## src/rtl/master_axi_test_pkg.sv

```systemverilog
// Shared types and helpers for the master_axi_test AXI4-Stream loopback buffer.
// A stored beat is {tlast, tstrb, tdata}, packed MSB to LSB.
package master_axi_test_pkg;

   localparam int AXIS_DW = 32;
   localparam int AXIS_SW = AXIS_DW / 8;

   function automatic int beat_width(input int dw);
      return dw + dw / 8 + 1;
   endfunction

   typedef struct packed {
      logic                last;
      logic [AXIS_SW-1:0]  strb;
      logic [AXIS_DW-1:0]  data;
   } axis_beat_t;

endpackage

```

## src/rtl/axis_sync_fifo.sv

```systemverilog
// Show-ahead synchronous FIFO: the head word is visible on dout whenever the FIFO is not empty.
// The occupancy count is one bit wider than the pointers so that full and empty are distinguishable.
module axis_sync_fifo
   import master_axi_test_pkg::*;
#(
   parameter int DEPTH = 16,
   parameter int WIDTH = beat_width(AXIS_DW)
) (
   input  logic             clk,
   input  logic             rst,
   input  logic             push,
   input  logic             pop,
   input  logic [WIDTH-1:0] din,
   output logic [WIDTH-1:0] dout,
   output logic             full,
   output logic             empty
);

   localparam int AW = $clog2(DEPTH);
   localparam int CW = AW + 1;

   logic [WIDTH-1:0] mem [DEPTH];
   logic [AW-1:0]    wr_ptr;
   logic [AW-1:0]    rd_ptr;
   logic [CW-1:0]    count;
   logic             do_push;
   logic             do_pop;

   assign full    = (count == CW'(DEPTH));
   assign empty   = (count == '0);
   assign do_push = push & ~full;
   assign do_pop  = pop & ~empty;
   assign dout    = mem[rd_ptr];

   // Pointers wrap naturally because DEPTH is a power of two.
   always_ff @(posedge clk) begin
      if (rst) begin
         wr_ptr <= '0;
         rd_ptr <= '0;
         count  <= '0;
      end else begin
         if (do_push) wr_ptr <= wr_ptr + 1'b1;
         if (do_pop)  rd_ptr <= rd_ptr + 1'b1;
         case ({do_push, do_pop})
            2'b10:   count <= count + 1'b1;
            2'b01:   count <= count - 1'b1;
            default: count <= count;
         endcase
      end
   end

   always_ff @(posedge clk) begin
      if (do_push) mem[wr_ptr] <= din;
   end

endmodule

```

## config.mk

```make
export PLATFORM = sky130hd
export DESIGN_NAME = axis_sync_fifo
export DESIGN_NICKNAME = d
export VERILOG_FILES = /design/src/rtl/master_axi_test_pkg.sv /design/src/rtl/axis_sync_fifo.sv
export SDC_FILE = /design/constraint.sdc
export NUM_CORES = 1
export LEC_CHECK = 0
export CAP_MARGIN = 20
export CORE_MARGIN = 1
export CORE_UTILIZATION = 32
export CTS_CLUSTER_DIAMETER = 150
export DETAILED_ROUTE_END_ITERATION = 10
export GPL_TIMING_DRIVEN = 0
export PLACE_DENSITY = 0.51
export SLEW_MARGIN = 20
export SYNTH_ARGS = -nofsm -noshare
export SYNTH_HDL_FRONTEND = slang
export SYNTH_SLANG_ARGS = --single-unit
```

## constraint.sdc

```tcl
create_clock -name clk -period 5.21 [get_ports clk]
set_input_delay 1.042 -clock clk [delete_from_list [all_inputs] [get_ports clk]]
set_output_delay 1.042 -clock clk [all_outputs]
set_load 0.01 [all_outputs]
```

* Word level (Yosys, flattened, before mapping)
Memory sizes are Yosys's and may differ from the RTL's. A register that Yosys moved wholly into a read port is not among the register bits.
Index checks and enable logic that the tools add are counted.
** Cells by class
- Multiplexer cells :: 5
- Bitwise logic cells :: 4
- Div/mod/pow operators :: 0
- $add $sub $neg :: 4
- Equality and inequality tests :: 3
- Order comparisons :: 0
- Shifts and indexed selects :: 0
- Reduce and logical (&&, ||, !) cells :: 2
- $mul :: 0
** Operators by type and width (number)
- one-hot mux 5 bit (2 select lines) :: 1
- adder 4 x 1 -> 4 bit (second input constant) :: 2
- two-way mux 4 bit :: 2
- adder 5 x 1 -> 5 bit (second input constant) :: 1
- == test 5 bit (second input constant) :: 1
- logical NOT 5 bit :: 1
- subtractor 5 x 1 -> 5 bit (second input constant) :: 1
- bitwise AND 1 bit :: 2
- == test 2 x 1 -> 1 bit (second input constant) :: 1
- == test 2 bit (second input constant) :: 1
- two-way mux 1 bit :: 2
- inverter 1 bit :: 2
- nonzero test 2 bit :: 1
** Word-level totals
- Bits in writable memories :: 592
- Latch bits :: 0
- Memories :: 1
- Bits in registers :: 13
- Bits in read-only memories :: 0
- Input bits :: 41
** Memories
- mem :: words 16, width 37, read ports 1, clocked after Yosys merged registers in 1, write ports 1, line axis_sync_fifo.sv:22 : logic [WIDTH-1:0] mem [DEPTH];

* Depth between registers and ports, before layout
Gate-level depths: netlist of run 1.
- Word-level depth :: 5
- Gate-level depth with buffers :: 13
- Depth with buffers taken out :: 10

* Worst setup path after synthesis of run 1
Ideal clock, no wire load.
- Kind :: in2reg
- From :: in push
- To :: mem mem[0][0] in the netlist's numbering (enable)
- Setup time :: 0.477 ns
- Cell stages on the path :: 3
- Arrival :: 3.824 ns
- Slack :: 0.909 ns
- Required time :: 4.733 ns
- Path through :: o21a_4 nand2_1 nor3_1
** Between the ends
- Word-level cells in the longest chain between the ends :: 3
** Ends and longest elaborated chain
- start: declaration :: line axis_sync_fifo.sv:11 : input logic push,
- bitwise AND 1 bit :: line axis_sync_fifo.sv:31 : assign do_push = push & ~full;
- two-way mux 1 bit :: line axis_sync_fifo.sv:53 : if (do_push) mem[wr_ptr] <= din;
- two-way mux 1 bit (implied by the code) :: line axis_sync_fifo.sv:53
- end: declaration :: line axis_sync_fifo.sv:22
Every way passes these cells.

==> impl_metrics.json, run 1 <==
{
  "antenna_found_initial": 1,
  "io_buffers": 79,
  "cts.clk_slew.worst_paths_ns": 0.06,
  "crit_required_ns": 4.17,
  "hold_path.startpoint": "rd_ptr[3]",
  "critPathKind": "flop to output pin",
  "start_kind": "flop",
  "synth_largest_area_cell": "edfxtp_1",
  "die_y_um": 271,
  "critPathMaxFanout": 10,
  "power_uw": 11800,
  "start_util_pct": 32.4,
  "placedInstanceArea_sq_mm": 0.0260,
  "relSlewSlack_pct": 25.8,
  "syn2layout_area_growth_pct": 20.5,
  "clockBufferDepth": 3,
  "worstPathArrival_ns": 3.43,
  "end_kind": "output pin",
  "drive_above_1_share_pct": 25.5,
  "grtUsageTotal_pct": 14.6,
  "power_density_mw_per_mm2": 424,
  "dieArea_sq_mm": 0.0734,
  "instances_no_fill": 2213,
  "clk_latency_ns": 0.61,
  "clock_sinks": 609,
  "synth.area.top_cells": "edfxtp_1 77%, mux4_2 14%, a22oi_1 2.4%, dfxtp_1 1.5%, nand2_1 0.70%",
  "num_antenna_cells": 0,
  "hold_viol": 0,
  "yosysWarnings": 0,
  "core_area_sq_mm": 0.0715,
  "maxCapViolations": 0,
  "cts_hold_buf": 0,
  "wirelength_um": 52600,
  "numCtsBuffers": 59,
  "gp_congestion": 0.671,
  "io_pins": 80,
  "synthCells": 1029,
  "layout_commonest_cell": "edfxtp_1",
  "drt_pass1_iterations": 6,
  "syn_nets": 1078,
  "hp-class": "flop to flop",
  "synth_cell_types": 42,
  "grt_pass1_vias": 11521,
  "cts-root-buf": "clkbuf_16",
  "dp.cells": 2106,
  "postCtsSetupBuffers": 0,
  "overflow": 0,
  "grt_max_degree": 20,
  "finClkSkew_ns": 0.00912,
  "cts_max_level": 2,
  "finalMaxSlewViolations": 0,
  "cts_tree": "yes",
  "fin_util_pct": 39.0,
  "drcViolationCount": 0,
  "synth_seq_area_share_pct": 78.3,
  "route.vias.total": 10857,
  "wl_per_cell_um": 23.8,
  "place_hpwl_um": 34600,
  "synth_area_per_cell_sq_um": 22.5,
  "grt_first_pass_wirelength_um": 78100,
  "synth-seq-cells": 609,
  "synth_top_area_share_pct": 76.8,
  "worstMarginPinSlew_ns": 1.11,
  "mostFrequentLayoutCells": "592 x edfxtp_1, 148 x mux4_2, 79 x clkdlybuf4s50_1, 74 x a22oi_1, 61 x clkbuf_16",
  "ctsResizeCount": 0,
  "rsz0062_at_grt": "false",
  "max_freq_mhz": 223,
  "finalCritPeriodShare_pct": 85.9,
  "setup_viol": 0,
  "drtIter0Drc": 892,
  "nets": 1266,
  "rows": 98,
  "power.leakage_uw": 0.00866,
  "final_area_sq_mm": 0.0279,
  "detail-route-antenna-nets": 0,
  "r2r-start": "count[1]",
  "status": "completed",
  "peakVddDrop_mv": 0.245,
  "syn_area_sq_mm": 0.0231,
  "die_w_um": 271,
  "fin_crit_ns": 4.48,
  "via_per_inst": 4.91
}
where the power goes:
part | total [uW] | leakage [uW] | switching [uW] | internal [uW]
logic | 2050 | 0.00225 | 1040 | 1010
registers | 5580 | 0.00549 | 49.4 | 5530
clock network | 4180 | 0.000918 | 1770 | 2420
worst paths after layout:
check	end	slack [ns]	cells after the start
setup / recovery	dout[34]	0.73	6
hold / removal	rd_ptr[3]	0.52	2
setup reg to reg	count[4]	1.87	13
hold reg to reg	rd_ptr[3]	0.52	2
cells by family after synthesis:
| family | after synthesis | share of synthesized area (%) |
|---|---|---|
| adder cells (fa/ha/maj) | 8 | 0.433 |
| AND/OR/NAND/NOR | 98 | 1.88 |
| buffers and inverters | 64 | 1.44 |
| AO/OA/AOI/OAI | 90 | 3.08 |
| XOR/XNOR | 8 | 0.303 |
| multiplexers | 152 | 14.6 |
| flip-flops | 609 | 78.3 |
layout make-up:
cell class	count	area [sq um]
fill	6362	43600
inverter	7	26.3
tap	950	1190
sequential	609	18100
multi-input combinational	356	4800
timing repair buffer	127	1570
clock buffer	74	1580
buffer	57	308
clock inverter	33	298
per-stage QoR:
stage          worst slack, ns  TNS (ns)  hold WS [ns]
2_1_floorplan            0.909         0         0.472
3_3_place_gp             -3.05   -747.03         0.493
3_5_place_dp              1.32         0         0.499
4_1_cts                  0.667         0         0.522
5_1_grt                  0.519         0         0.531
6_report                 0.734         0         0.520
worst max-delay path: stages (launching register included):
cell             delay, ns
dfxtp_1               0.36
nor2b_1               0.14
clkbuf_1              0.58
clkbuf_1              0.77
a22oi_1               0.20
nand2_1               0.21
clkdlybuf4s50_1       0.57
synth_stat cells, drive strengths merged:
| library cell | n |
|---|---|
| buf | 32 |
| mux2i | 3 |
| o221ai | 1 |
| o31ai | 1 |
| clkbuf | 25 |
| xnor2 | 1 |
| or4bb | 1 |
| inv | 7 |
| o311ai | 1 |
| and3 | 2 |
| nand2 | 43 |
| a21o | 1 |
| and2 | 1 |
| nor3 | 6 |
| dfxtp | 17 |
| a221oi | 1 |
| nand3b | 1 |
| mux4 | 148 |
| a22oi | 74 |
| ha | 8 |
| a21oi | 2 |
| nor2 | 34 |
| nand4b | 1 |
| mux2 | 1 |
| o21ai | 2 |
| or4 | 2 |
| nor2b | 2 |
| and3b | 1 |
| o211ai | 4 |
| xor2 | 7 |
| nand2b | 3 |
| or3b | 1 |
| o21a | 3 |
| edfxtp | 592 |
sequential cells by signal, summed over array words and instances (netlist names), named ones only:
name	flops
mem	592
count	5
wr_ptr	4
rd_ptr	4
layer usage:
| layer | track usage (%) | up-vias | routed length (um) | part of all wire, % |
|---|---|---|---|---|
| met5 | 0 | - | 13 | 0.025 |
| met4 | 4.19 | 2 | 1030 | 2.0 |
| met3 | 2.27 | 64 | 2330 | 4.4 |
| met2 | 23.8 | 235 | 25800 | 49 |
| met1 | 20.0 | 5826 | 23400 | 45 |
| li1 | - | 4730 | - | - |
No activity file was read; power rests on OpenSTA's default activity.
==> inputs of run 2 (changes only) <==
--- a/config.mk
+++ b/config.mk
@@ -10,8 +10,8 @@
 export CORE_UTILIZATION = 32
 export CTS_CLUSTER_DIAMETER = 150
 export DETAILED_ROUTE_END_ITERATION = 10
-export GPL_TIMING_DRIVEN = 0
 export PLACE_DENSITY = 0.51
+export RECOVER_POWER = 25
 export SLEW_MARGIN = 20
 export SYNTH_ARGS = -nofsm -noshare
 export SYNTH_HDL_FRONTEND = slang
==> run 2 against run 1 <==
Clock power up 6.5%. Largest power group unchanged. Setup slack improved by 0.23 ns. Critical path type unchanged. Non-clock buffer count down 67. Cell count decreased by 2.6%. Register-to-register slack gained 0.27 ns. Flip-flop and latch count unchanged. Routed wire length grew 1.6%. Critical endpoint is now dout[26]. Design area shrank 1.6%.
==> impl_metrics.json, run 2 (synthesis results as in run 1) <==
{
  "status": "completed",
  "cts_hold_buf": 0,
  "worstMarginPinSlew_ns": 0.967,
  "nets": 1206,
  "grt_max_degree": 49,
  "power_density_mw_per_mm2": 435,
  "clk_latency_ns": 0.60,
  "drtIter0Drc": 770,
  "relSlewSlack_pct": 35.4,
  "critPathMaxFanout": 48,
  "min_delay_path_depth": 2,
  "hold_ws_ns": 0.502,
  "overflow": 0,
  "rr_worst_depth": 10,
  "drt_pass1_iterations": 5,
  "gp_congestion": 0.683,
  "crit_required_ns": 4.17,
  "cts.clk_slew.worst_paths_ns": 0.05,
  "place_ws_ns": 1.50,
  "finalMaxSlewViolations": 0,
  "wirelength_um": 53400,
  "syn2layout_area_growth_pct": 18.5,
  "critPathKind": "flop to output pin",
  "rsz0062_at_grt": "false",
  "peakVddDrop_mv": 0.190,
  "worstPathArrival_ns": 3.21,
  "wl_per_cell_um": 24.8,
  "setup_viol": 0,
  "cts-root-buf": "clkbuf_16",
  "placedInstanceArea_sq_mm": 0.0254,
  "power.leakage_uw": 0.00845,
  "antenna_found_initial": 6,
  "finClkSkew_ns": 0.0150,
  "postCtsSetupBuffers": 0,
  "num_antenna_cells": 0,
  "grt_first_pass_wirelength_um": 78800,
  "grtUsageTotal_pct": 14.9,
  "hold_viol": 0,
  "io_pins": 80,
  "mostFrequentLayoutCells": "592 x edfxtp_1, 148 x mux4_2, 74 x a22oi_1, 69 x clkbuf_16, 59 x clkdlybuf4s50_1",
  "fin_crit_ns": 4.25,
  "die_w_um": 271,
  "place_hpwl_um": 28800,
  "clock_sinks": 609,
  "io_buffers": 79,
  "clockBufferDepth": 3,
  "finalCritPeriodShare_pct": 81.6,
  "drcViolationCount": 0,
  "maxCapViolations": 0,
  "route.vias.total": 10726,
  "fillers": 6373,
  "hp-class": "flop to flop",
  "grt_pass1_vias": 11479,
  "drive_above_1_share_pct": 25.4,
  "end_kind": "output pin",
  "cts_tree": "yes",
  "layout_commonest_cell": "edfxtp_1",
  "detail-route-antenna-nets": 0,
  "largest_reg_flops": 592,
  "start_kind": "flop",
  "top_regs": "mem x592, count x5",
  "timing.final.ws_setup_ns": 0.959,
  "dieArea_sq_mm": 0.0734,
  "numCtsBuffers": 66,
  "setup_tns_ns": 0,
  "die_y_um": 271,
  "rows": 98,
  "via_per_inst": 4.97,
  "core_area_sq_mm": 0.0715,
  "max_freq_mhz": 235,
  "cts_max_level": 3,
  "final_area_sq_mm": 0.0274,
  "top_register": "mem",
  "fin_util_pct": 38.4,
  "ctsResizeCount": 0,
  "start_util_pct": 32.4
}
run 2: cell types whose count changed in the layout (fill, tap and decap cells not counted), sizes merged:
cell | before | now
buf | 80 | 38
bufinv | 6 | 3
clkbuf | 99 | 87
clkdlybuf4s50 | 79 | 59
clkinv | 26 | 22
dlygate4sd3 | 0 | 20
inv | 8 | 12
run 2: path summary, 6_finish.rpt:
kind	to	start	slack, ns
worst max-delay path	dout[26]	flop	0.96
worst min-delay path	rd_ptr[3]	rd_ptr[3]	0.50
worst max register to register	count[4]	count[1]	2.14
worst min register to register	rd_ptr[3]	rd_ptr[3]	0.50
run 2: power by group:
part	internal (uW)	switching, uW
Clock	2590	1860
Combinational	935	898
Sequential	5540	114
run 2: final cells by class:
cell class / instances / area, sq um / area share (%)
Tap cell: 950 / 1190 / 4.33
Clock inverter: 30 / 256 / 0.935
Inverter: 7 / 26.3 / 0.0958
Sequential cell: 609 / 18100 / 66.1
Timing Repair Buffer: 117 / 1210 / 4.42
Multi-Input combinational cell: 356 / 4830 / 17.6
Clock buffer: 87 / 1790 / 6.54
run 2: per-stage QoR:
step | instances | power (uW)
after floorplan | 1029 | 6960
after global placement | 2039 | 7640
after detailed placement | 2039 | 7650
after CTS | 2156 | 12100
after global routing | 2156 | 12400
final | 2156 | 11900
run 2: critical path, stage by stage (launching register included):
cell and delay [ns]:
dfxtp_4 0.65, buf_12 0.39, mux4_2 0.55, a22oi_1 0.31, nand2_1 0.12, clkdlybuf4s50_1 0.50
run 2: metal layers:
layer / track usage (%) / vias up / share of wire [%]
met5: 0 / - / 0.13
met4: 4.21 / 10 / 1.6
met3: 2.95 / 73 / 5.2
met2: 24.9 / 252 / 50
met1: 19.6 / 5782 / 43
li1: - / 4609 / -
==> inputs of run 3 (changes only) <==
--- a/config.mk
+++ b/config.mk
@@ -10,7 +10,7 @@
 export CORE_UTILIZATION = 32
 export CTS_CLUSTER_DIAMETER = 150
 export DETAILED_ROUTE_END_ITERATION = 10
-export PLACE_DENSITY = 0.51
+export PLACE_DENSITY = 0.53
 export RECOVER_POWER = 25
 export SLEW_MARGIN = 20
 export SYNTH_ARGS = -nofsm -noshare
==> constraint.sdc (replaced) <==
create_clock -name clk -period 3.4 [get_ports clk]
set_input_delay 0.68 -clock clk [delete_from_list [all_inputs] [get_ports clk]]
set_output_delay 0.68 -clock clk [all_outputs]
set_load 0.01 [all_outputs]
==> run 3 against run 2 <==
First-iteration DRC count rose by 31%. Critical path depth rose by 2. Largest cell class unchanged. Clock skew rose by 0.0038 ns. Design area rose by 2.9%. Worst hold slack improved by 0.015 ns. Routed wire length rose by 1.1%. Register-to-register slack got worse by 1.8 ns. Sequential power rose by 52%. Critical endpoint is now dout[3]. Flip-flop and latch count did not move. Count of clock-buffer cells in the layout fell by 12. Global-route usage fell by 0.053 points. Combinational power rose by 84%.
==> impl_metrics.json, run 3 (synthesis results as in run 1) <==
{
  "power.leakage_uw": 0.00887,
  "seqCellArea_sq_mm": 0.0181,
  "layout_commonest_cell": "edfxtp_1",
  "cts-root-buf": "clkbuf_16",
  "p_clk_share_pct": 34.9,
  "mostFrequentLayoutCells": "592 x edfxtp_1, 148 x mux4_2, 62 x clkbuf_16, 54 x buf_4, 52 x a22oi_1",
  "end_kind": "output pin",
  "wl_per_cell_um": 24.5,
  "place_ws_ns": 0.224,
  "start_kind": "flop",
  "instances_no_fill": 2206,
  "antenna_found_initial": 5,
  "rows": 98,
  "largest_reg_flops": 592,
  "detail-route-antenna-nets": 0,
  "wirelength_um": 54000,
  "intPower_uw": 13900,
  "io_buffers": 79,
  "worstMarginPinSlew_ns": 0.603,
  "timing.final.ws_setup_ns": 0.0955,
  "cts_tree": "yes",
  "drt_pass1_iterations": 5,
  "finClkSkew_ns": 0.0188,
  "start_util_pct": 32.4,
  "grt_pass1_vias": 11665,
  "top_regs": "mem x592, count x5",
  "crit_required_ns": 2.72,
  "hold_viol": 0,
  "multi_input_area_sq_mm": 0.00497,
  "nets": 1256,
  "grt_first_pass_wirelength_um": 79200,
  "num_antenna_cells": 0,
  "route.vias.total": 10976,
  "overflow": 0,
  "maxCapViolations": 0,
  "rr_worst_depth": 10,
  "rsz0062_at_grt": "true",
  "die_y_um": 271,
  "sequentialPowerShare_pct": 46.8,
  "dieArea_sq_mm": 0.0734,
  "hold_ws_ns": 0.517,
  "critPathMaxFanout": 9,
  "drtIter0Drc": 1012,
  "relSlewSlack_pct": 59.8,
  "status": "completed",
  "clk_latency_ns": 0.62,
  "drive_above_1_share_pct": 30.4,
  "grt_max_degree": 48,
  "grtUsageTotal_pct": 14.8,
  "finalCritPeriodShare_pct": 97.2,
  "p_comb_share_pct": 18.3,
  "die_w_um": 271,
  "finalMaxSlewViolations": 0,
  "setup_viol": 0,
  "cts_hold_buf": 0,
  "fillers": 6342,
  "fin_crit_ns": 3.30,
  "via_per_inst": 4.98,
  "drcViolationCount": 0,
  "gp_congestion": 0.686,
  "place_hpwl_um": 28500,
  "cts.clk_slew.worst_paths_ns": 0.06,
  "clockBufferDepth": 3,
  "switching_power_uw": 4500,
  "peakVddDrop_mv": 0.407,
  "top_register": "mem",
  "power_uw": 18400,
  "worstPathArrival_ns": 2.62,
  "clock_sinks": 609,
  "min_delay_path_depth": 2,
  "core_area_sq_mm": 0.0715,
  "max_freq_mhz": 303,
  "power_density_mw_per_mm2": 651,
  "syn2layout_area_growth_pct": 22.0,
  "numCtsBuffers": 61,
  "critPathKind": "flop to output pin",
  "hp-class": "flop to flop",
  "power_switching_share_pct": 24.5,
  "dp.cells": 2049,
  "io_pins": 80,
  "setup_tns_ns": 0,
  "cts_max_level": 2
}
==> run 3: metal layers <==
layer,GRT usage [%],routed length [um]
met3,2.72,2410
met5,0,41
met1,19.5,23100
met4,3.94,1130
met2,25.2,27300
==> run 3: critical path, stage by stage (launching register included) <==
cell and delay [ns]:
dfxtp_4 0.42, buf_4 0.16, buf_16 0.13, buf_12 0.12
mux4_2 0.50, a22oi_2 0.23, nand2_1 0.14, dlygate4sd2_1 0.31
==> run 3: path summary, 6_finish.rpt <==
check | startpoint | slack, ns | endpoint
max | flop | 0.1 | dout[3]
min | rd_ptr[3] | 0.52 | rd_ptr[3]
max reg2reg | count[1] | 0.35 | count[4]
min reg2reg | rd_ptr[3] | 0.52 | rd_ptr[3]
==> run 3: area by class of cell <==
cell class	count	area share, %
flip-flops and latches	609	64.2
multi-input cells	356	17.6
repair buffers	172	7.13
clock buffers	75	5.67
well taps	950	4.21
clock inverters	37	1.08
inverters	7	0.0931
==> run 3: metrics by stage <==
stage | util [%] | area (sq um)
after floorplan | - | 23200
after global placement | 35.8 | 25600
after detailed placement | 35.8 | 25600
after CTS | 39.1 | 28000
after global routing | 39.5 | 28200
final | 39.5 | 28200
==> run 3: repair_timing <==
item | 4_1_cts | 5_1_grt
gates resized for setup | 55 | 36
setup buffers | 23 | 15
pin swaps | 2 | 6
setup endpoints to repair | 37 | 22
cloned | 7 | 0
==> run 3: power groups by stage <==
stage	registers [uW]	logic, uW	clock network [uW]
floorplan	8690	1960	0
global placement	8740	2990	0
detailed placement	8760	3020	0
CTS	8600	3310	6590
global route	8620	3630	6850
finish	8600	3360	6420
